<file path="config.mk">
export PLATFORM = sky130hd
export DESIGN_NAME = button_frontend
export DESIGN_NICKNAME = d
export VERILOG_FILES = /design/src/rtl/btn_pkg.sv /design/src/rtl/btn_debounce.sv /design/src/rtl/button_frontend.sv
export SDC_FILE = /design/constraint.sdc
export NUM_CORES = 1
export LEC_CHECK = 0
export ABC_CLOCK_PERIOD_IN_PS = 2900
export CORE_AREA = 2 2 102 104
export DETAILED_ROUTE_END_ITERATION = 7
export DIE_AREA = 0 0 104 106
export PLACE_DENSITY = 0.56
export SLEW_MARGIN = 15
export SYNTH_ARGS = -nofsm -noshare
export SYNTH_HDL_FRONTEND = slang
export SYNTH_SLANG_ARGS = --single-unit
</file>
<file path="constraint.sdc">
create_clock -name clk -period 2.9 [get_ports clk]
set_input_delay 0.58 -clock clk [delete_from_list [all_inputs] [get_ports clk]]
set_output_delay 0.58 -clock clk [all_outputs]
set_load 0.02 [all_outputs]
</file>
<file path="src/rtl/btn_pkg.sv">
// Shared types and defaults for the button front end.
package btn_pkg;

  localparam int NBTN_DEF         = 7;
  localparam int STABLE_TICKS_DEF = 3;
  localparam int HOLD_TICKS_DEF   = 16;
  localparam int REPEAT_TICKS_DEF = 4;
  localparam int CODE_W_DEF       = $clog2(NBTN_DEF);

  // Auto-repeat controller states
  typedef enum logic [1:0] {
    S_IDLE    = 2'd0,
    S_PRESSED = 2'd1,
    S_REPEAT  = 2'd2
  } fsm_state_t;

  // Width of a button index; a single button still needs one bit
  function automatic int code_w(input int n);
    return (n > 1) ? $clog2(n) : 1;
  endfunction

endpackage

</file>
<file path="src/rtl/btn_debounce.sv">
// One button: two-flop synchronizer followed by a tick-driven debounce counter.
module btn_debounce import btn_pkg::*; #(
  parameter int STABLE_TICKS = STABLE_TICKS_DEF
) (
  input  logic clk,
  input  logic rst,
  input  logic tick,
  input  logic raw,
  output logic level
);

  localparam int CNT_W = $clog2(STABLE_TICKS) + 1;

  logic [1:0]       sync_q;
  logic [CNT_W-1:0] cnt_q;

  // Bring the asynchronous pin into the clk domain
  always_ff @(posedge clk or posedge rst) begin
    if (rst) sync_q <= '0;
    else     sync_q <= {sync_q[0], raw};
  end

  // Count ticks of disagreement; any agreement restarts the count
  always_ff @(posedge clk or posedge rst) begin
    if (rst) begin
      cnt_q <= '0;
      level <= 1'b0;
    end else if (sync_q[1] == level) begin
      cnt_q <= '0;
    end else if (tick) begin
      if (cnt_q == CNT_W'(STABLE_TICKS - 1)) begin
        level <= ~level;
        cnt_q <= '0;
      end else begin
        cnt_q <= cnt_q + 1'b1;
      end
    end
  end

endmodule

</file>
<file path="src/rtl/button_frontend.sv">
// Debounced button bank with press / auto-repeat event generation and a
// one-deep valid/ready event register.
module button_frontend import btn_pkg::*; #(
  parameter int NBTN         = NBTN_DEF,
  parameter int STABLE_TICKS = STABLE_TICKS_DEF,
  parameter int HOLD_TICKS   = HOLD_TICKS_DEF,
  parameter int REPEAT_TICKS = REPEAT_TICKS_DEF
) (
  input  logic                      clk,
  input  logic                      rst,
  input  logic                      tick,
  input  logic [NBTN-1:0]           btn_raw,
  output logic [NBTN-1:0]           btn_level,
  output logic                      any_level,
  output logic                      evt_valid,
  input  logic                      evt_ready,
  output logic [code_w(NBTN)-1:0]   evt_code,
  output logic                      evt_repeat,
  output logic                      evt_drop
);

  localparam int CW    = code_w(NBTN);
  localparam int MAXT  = (HOLD_TICKS > REPEAT_TICKS) ? HOLD_TICKS : REPEAT_TICKS;
  localparam int CNT_W = $clog2(MAXT) + 1;

  fsm_state_t       state_q, state_d;
  logic [CW-1:0]    k_q, k_d;
  logic [CNT_W-1:0] cnt_q, cnt_d;
  logic [NBTN-1:0]  level_prev_q;
  logic [NBTN-1:0]  rise;
  logic             multi_rise;
  logic [CW-1:0]    press_idx;
  logic             gen_vld, gen_rep, drop_d;
  logic [CW-1:0]    gen_code;

  btn_debounce #(.STABLE_TICKS(STABLE_TICKS)) u_deb [NBTN-1:0] (
    .clk   (clk),
    .rst   (rst),
    .tick  (tick),
    .raw   (btn_raw),
    .level (btn_level)
  );

  assign any_level  = |btn_level;
  assign rise       = btn_level & ~level_prev_q;
  assign multi_rise = |(rise & (rise - NBTN'(1)));

  // Remember last cycle's levels for edge detection
  always_ff @(posedge clk or posedge rst) begin
    if (rst) level_prev_q <= '0;
    else     level_prev_q <= btn_level;
  end

  // Lowest rising index wins
  always_comb begin
    press_idx = '0;
    for (int i = NBTN - 1; i >= 0; i--)
      if (rise[i]) press_idx = CW'(i);
  end

  // FSM state, active button and tick counter
  always_ff @(posedge clk or posedge rst) begin
    if (rst) begin
      state_q <= S_IDLE;
      k_q     <= '0;
      cnt_q   <= '0;
    end else begin
      state_q <= state_d;
      k_q     <= k_d;
      cnt_q   <= cnt_d;
    end
  end

  // Next state and event generation; a new press preempts everything
  always_comb begin
    state_d  = state_q;
    k_d      = k_q;
    cnt_d    = cnt_q;
    gen_vld  = 1'b0;
    gen_rep  = 1'b0;
    gen_code = k_q;
    if (|rise) begin
      gen_vld  = 1'b1;
      gen_code = press_idx;
      state_d  = S_PRESSED;
      k_d      = press_idx;
      cnt_d    = '0;
    end else begin
      case (state_q)
        S_PRESSED, S_REPEAT: begin
          if (!btn_level[k_q]) begin
            state_d = S_IDLE;
            cnt_d   = '0;
          end else if (tick) begin
            if (cnt_q == ((state_q == S_PRESSED) ? CNT_W'(HOLD_TICKS - 1)
                                                 : CNT_W'(REPEAT_TICKS - 1))) begin
              gen_vld = 1'b1;
              gen_rep = 1'b1;
              cnt_d   = '0;
              state_d = S_REPEAT;
            end else begin
              cnt_d = cnt_q + 1'b1;
            end
          end
        end
        default: ;
      endcase
    end
  end

  // A multi-press or an event meeting a stalled slot costs one drop pulse
  assign drop_d = multi_rise | (gen_vld & evt_valid & ~evt_ready);

  // One-deep event slot: accept frees it, a same-cycle new event refills it
  always_ff @(posedge clk or posedge rst) begin
    if (rst) begin
      evt_valid  <= 1'b0;
      evt_code   <= '0;
      evt_repeat <= 1'b0;
      evt_drop   <= 1'b0;
    end else begin
      evt_drop <= drop_d;
      if (gen_vld && (!evt_valid || evt_ready)) begin
        evt_valid  <= 1'b1;
        evt_code   <= gen_code;
        evt_repeat <= gen_rep;
      end else if (evt_ready) begin
        evt_valid <= 1'b0;
      end
    end
  end

endmodule

</file>
==> results of run 1 <==
[stage by stage]
stage	setup slack, ns	utilization [%]	hold slack [ns]
floorplan	0.6935	-	0.3312
global placement	0.6844	32.77	0.3327
detailed placement	0.6802	32.77	0.3355
CTS	0.3962	34.61	0.3510
global route	0.3277	34.61	0.3552
finish	0.4462	34.61	0.3478
[registers in the layout, summed over array words and instances, names as in the netlist, 2 cells and up]
register and count:
u_deb.cnt_q 21, evt_code 3, u_deb.sync_q 14, k_q 3, level_prev_q 7, u_deb.level 7, state_q 2, cnt_q 5
[per-layer routing]
metal,wire length [um],up-vias,global-route usage [%]
met4,108,0,4.633
met3,216,9,3.985
li1,-,985,-
met1,2542,982,13.64
met2,2482,33,17.20
met5,0,-,0
[cell usage after synthesis, drive strengths merged (2+ instances only)]
master,count
o21a,2
nand2,14
o221ai,2
mux2i,7
and2,2
clkbuf,4
a311oi,4
dfrtp,65
nor4b,2
a21oi,22
o21ai,10
mux2,9
nor2,30
xnor2,15
inv,13
and3,3
nand3,11
nand2b,6
ha,2
buf,9
nor2b,11
nor3,5
nor4,3
[layout make-up]
class	instances	share of cell area, %
sequential	65	47.00
multi-input combinational	180	33.41
tap	136	4.917
timing repair buffer	27	7.954
inverter	13	1.410
clock inverter	3	1.229
clock buffer	11	4.085
[power breakdown]
part	total (mW)	switching (mW)	internal, mW	leakage (nW)
clock network	0.726	0.317	0.409	0.0913
registers	1.46	0.296	1.16	0.821
logic	1.27	0.661	0.608	0.516
[path summary, 6_finish.rpt]
check,start,to
max,u_deb[5].level,any_level
min,u_deb[0].sync_q[0],u_deb[0].sync_q[1]
max reg2reg,u_deb[5].level,evt_code[1]
min reg2reg,u_deb[0].sync_q[0],u_deb[0].sync_q[1]
max in group asynchronous,rst,u_deb[5].cnt_q[1]
min in group asynchronous,rst,u_deb[0].cnt_q[2]
[logic make-up (layout without fill, tap and decap cells)]
kind of cell / Yosys count / count (layout)
AND/OR/NAND/NOR: 93 / 93
XOR/XNOR: 16 / 16
buffers and inverters: 26 / 54
flip-flops: 65 / 65
AO/OA/AOI/OAI: 53 / 53
multiplexers: 16 / 16
adder cells (fa/ha/maj): 2 / 2
==> flow_summary.json, run 1 <==
{
  "worst-path-buf-inv": 1,
  "regArea_um2": 1627,
  "place_inst": 421,
  "clock_sinks": 65,
  "die_h_um": 106,
  "syn_avg_cell_area_um2": 10.76,
  "total_power_mw": 3.457,
  "synth_edf_count": 0,
  "drv_slew": 0,
  "yosysWarnings": 0,
  "crit_family": "buffers and inverters",
  "run_status": "finished clean",
  "critical_path.max_fanout": 7,
  "area_growth_pct": 18.71,
  "nNetsFinal": 309,
  "synth_seq_cells": 65,
  "postRouteAntennaNets": 0,
  "fin_cells": 435,
  "core_um2": 10000,
  "vias": 2009,
  "setup_tns_ns": 0,
  "cts_tree": "built",
  "htreeDepth": 3,
  "clkLatencyLatePin_ns": 0.33,
  "gr-total-overflow": 0,
  "cts_resized": 0,
  "synth_top_area_share_pct": 55.79,
  "relSlewSlack_pct": 65.14,
  "synth_area_um2": 2915,
  "placed_area_um2": 3277,
  "cap_violations": 0,
  "final_common_cell": "dfrtp_1",
  "first_pass_iters": 4,
  "synth_cells": 271,
  "crit_chain": "nor4_1 -> nand2_1 -> clkdlybuf4s50_1",
  "routedWlPerCell_um": 12.30,
  "tightest_slew_ns": 0.5222,
  "cts_buffers": 9,
  "period_minus_slack_ns": 2.454,
  "fillers": 1021,
  "hold_buffers": 0,
  "grt_use_total_pct": 10.95,
  "ios": 25,
  "hold_path.class": "flip-flop to flip-flop",
  "final_cell_mix": "65 x dfrtp_1, 30 x nor2_1, 24 x clkdlybuf4s50_1",
  "root_buffer": "clkbuf_8",
  "die_area_um2": 11020,
  "async_reset_ff_share_pct": 100.0,
  "rsz0062_at_grt": "false",
  "setup_viol": 0,
  "synthMuxAreaShare_pct": 5.880,
  "cp.required_ns": 2.32,
  "cp-end-kind": "output port",
  "synth_fa_ha_area_share_pct": 0.8584,
  "multi_input_area_um2": 1156,
  "postCtsSetupBuffers": 0,
  "cp_slowest_cell": "clkdlybuf4s50_1",
  "crit_path_max_incr_delay_ns": 0.55,
  "avgViaCountPerCell": 4.618,
  "synth_compound_area_share_pct": 12.02,
  "synthSimpleGateAreaFrac_pct": 16.09,
  "drive_above_1_share_pct": 10.37,
  "fin_area_um2": 3461,
  "hpwlAfterDp_um": 3789,
  "drt-initial-drc-count": 100,
  "hold_violations": 0,
  "remaining_drc_errors": 0,
  "period_share_pct": 84.62,
  "synth_seq_area_share_pct": 55.79,
  "grt_pass1_wl_um": 9528,
  "syn-num-nets": 284,
  "port_buffers": 24,
  "hold_depth": 0,
  "start_util_pct": 29.15,
  "final.setup_skew_ns": 0.003660,
  "reg2reg_depth": 5,
  "wl_um": 5350,
  "grt_max_degree": 43,
  "antennaDiodeCount": 0,
  "critical_path_class": "flip-flop to output port",
  "startpoint_type": "flip-flop",
  "synth_area_leaders": "dfrtp_1 56%, xnor2_1 4.5%, nor2_1 3.9%",
  "arrival_ns": 1.87,
  "num_rows": 37,
  "crit_cells": 3,
  "synthXorXnorAreaFrac_pct": 4.807,
  "synthDistinctLibCells": 46,
  "grt_pass1_vias": 2015,
  "vdd_drop_max_mv": 0.2890,
  "max_freq_mhz": 407.5,
  "path_clk_slew_ns": 0.06,
  "synth_area_leader_cell": "dfrtp_1",
  "p_leak_nw": 1.428,
  "die_w_um": 104,
  "dominantRegCellSynth": "dfrtp_1",
  "r2r_slack_ns": 0.87,
  "antenna_found_initial": 0,
  "synth_top_family_by_area": "simple AND/OR/NAND/NOR gates",
  "power-per-cell-area_nw_per_um2": 998.8,
  "gp_congestion": 0.7641,
  "clock_path_buffers": 2
}
Note: power is estimated with default switching activity, not from simulation.
==> run 2: changes to the inputs <==
ABC_CLOCK_PERIOD_IN_PS = 2100   (was 2900)
PLACE_DENSITY = 0.58   (was 0.56)
clock period = 2.1 ns   (was 2.9 ns; I/O delays follow)
==> flow_summary.json, run 2 (same netlist as run 1, synthesis figures left out) <==
{
  "grt_use_total_pct": 11.00,
  "cts_buffers": 9,
  "die_h_um": 106,
  "period_minus_slack_ns": 1.945,
  "gr-total-overflow": 0,
  "grt_pass1_vias": 2034,
  "clock_path_buffers": 2,
  "postCtsSetupBuffers": 0,
  "cap_violations": 0,
  "remaining_drc_errors": 0,
  "cp-end-kind": "output port",
  "critical_path.max_fanout": 7,
  "comb_power_share_pct": 38.7,
  "p_sw_share_pct": 36.81,
  "ios": 25,
  "drive_above_1_share_pct": 13.31,
  "port_buffers": 24,
  "reg.largest.list": "u_deb.cnt_q x21, u_deb.sync_q x14",
  "first_pass_iters": 4,
  "reg2reg_depth": 6,
  "routedWlPerCell_um": 12.30,
  "holdWs_ns": 0.3491,
  "hold_buffers": 0,
  "setup_viol": 0,
  "antennaDiodeCount": 0,
  "relSlewSlack_pct": 76.17,
  "grt_pass1_wl_um": 9742,
  "r2r_slack_ns": 0.18,
  "clock_sinks": 65,
  "final.setup_skew_ns": 0.009239,
  "run_status": "finished clean",
  "hold_path.class": "flip-flop to flip-flop",
  "p_seq_share_pct": 40.0,
  "postRouteAntennaNets": 0,
  "clkLatencyLatePin_ns": 0.34,
  "nNetsFinal": 316,
  "htreeDepth": 3,
  "final_cell_mix": "64 x dfrtp_1, 30 x nor2_1, 23 x clkdlybuf4s50_1",
  "gp_congestion": 0.7576,
  "wl_um": 5459,
  "intPower_mw": 3.103,
  "core_um2": 10000,
  "tightest_slew_ns": 0.3551,
  "drv_slew": 0,
  "vdd_drop_max_mv": 0.5041,
  "avgViaCountPerCell": 4.516,
  "cp.required_ns": 1.68,
  "rsz0062_at_grt": "false",
  "start_util_pct": 29.15,
  "endpoint": "any_level",
  "num_rows": 37,
  "largest_reg_flops": 21,
  "p_leak_nw": 1.464,
  "grt_max_degree": 66,
  "final_common_cell": "dfrtp_1",
  "hold_violations": 0,
  "die_area_um2": 11020,
  "power-per-cell-area_nw_per_um2": 1393,
  "antenna_found_initial": 0,
  "arrival_ns": 1.52,
  "crit_path_start": "u_deb[3].level",
  "drt-initial-drc-count": 71,
  "hpwlAfterDp_um": 3808,
  "startpoint_type": "flip-flop",
  "p_clk_share_pct": 21.3,
  "worstReg2RegEnd": "evt_code[2]",
  "worstReg2RegStart": "state_q[0]",
  "root_buffer": "clkbuf_8",
  "max_freq_mhz": 514.2,
  "critical_path_class": "flip-flop to output port",
  "switchingPower_mw": 1.807,
  "setup_tns_ns": 0,
  "die_w_um": 104,
  "period_share_pct": 92.61,
  "cts_tree": "built",
  "vias": 2005,
  "area_growth_pct": 20.94,
  "regMostFlops": "u_deb.cnt_q",
  "path_clk_slew_ns": 0.07
}
[run 2: timing repair]
action | in CTS | in global routing
pin swaps | 0 | 0
gates resized for setup | 1 | 1
setup endpoints to repair | 1 | 1
[run 2: worst min-delay path by stage]
stage                             from                 end  slack, ns  cells past startpoint
global route        u_deb[2].sync_q[0]  u_deb[2].sync_q[1]       0.36                      0
finish              u_deb[3].sync_q[0]  u_deb[3].sync_q[1]       0.35                      0
CTS                 u_deb[3].sync_q[0]  u_deb[3].sync_q[1]       0.35                      0
floorplan           u_deb[0].sync_q[0]  u_deb[0].sync_q[1]       0.33                      0
global placement    u_deb[4].sync_q[0]  u_deb[4].sync_q[1]       0.33                      0
detailed placement  u_deb[2].sync_q[0]  u_deb[2].sync_q[1]       0.33                      0
[run 2: per-layer routing]
metal,vias up,global-route usage [%],share of wire [%]
met5,-,0,0
li1,998,-,-
met3,9,3.433,4.0
met4,0,3.764,1.5
met1,951,14.09,48
met2,47,17.67,47
[run 2: power by group through the flow]
| stage | Clock [mW] | Combinational [mW] | Sequential (mW) |
|---|---|---|---|
| after detailed placement | 0 | 1.91 | 1.99 |
| after floorplan | 0 | 1.35 | 1.96 |
| final | 1.05 | 1.90 | 1.96 |
| after global routing | 1.15 | 2.12 | 2.04 |
| after CTS | 1.09 | 1.92 | 1.97 |
| after global placement | 0 | 1.89 | 1.98 |
[run 2: area by class of cell]
cell class | count | area (um^2)
repair buffers | 34 | 326.6
clock inverters | 5 | 55.05
inverters | 13 | 48.80
fillers | 1036 | 6474
flip-flops and latches | 65 | 1628
clock buffers | 11 | 141.4
multi-input cells | 180 | 1156
well taps | 136 | 170.2
[run 2: metrics by stage]
stage | total power [mW] | cell area [um^2] | worst slack [ns] | utilization (%) | cells
floorplan | 3.311 | 2915 | 0.05355 | - | 271
global placement | 3.867 | 3329 | 0.07075 | 33.30 | 428
detailed placement | 3.897 | 3329 | 0.03489 | 33.30 | 428
CTS | 4.973 | 3525 | 0.1028 | 35.25 | 444
global route | 5.304 | 3526 | 0.01276 | 35.26 | 444
finish | 4.911 | 3526 | 0.1552 | 35.26 | 444
[run 2: worst max-delay path: stages, from the launching register on]
cell and delay, ns:
dfrtp_1 0.47, nor4_1 0.29, nand2_1 0.10, dlygate4sd2_1 0.33
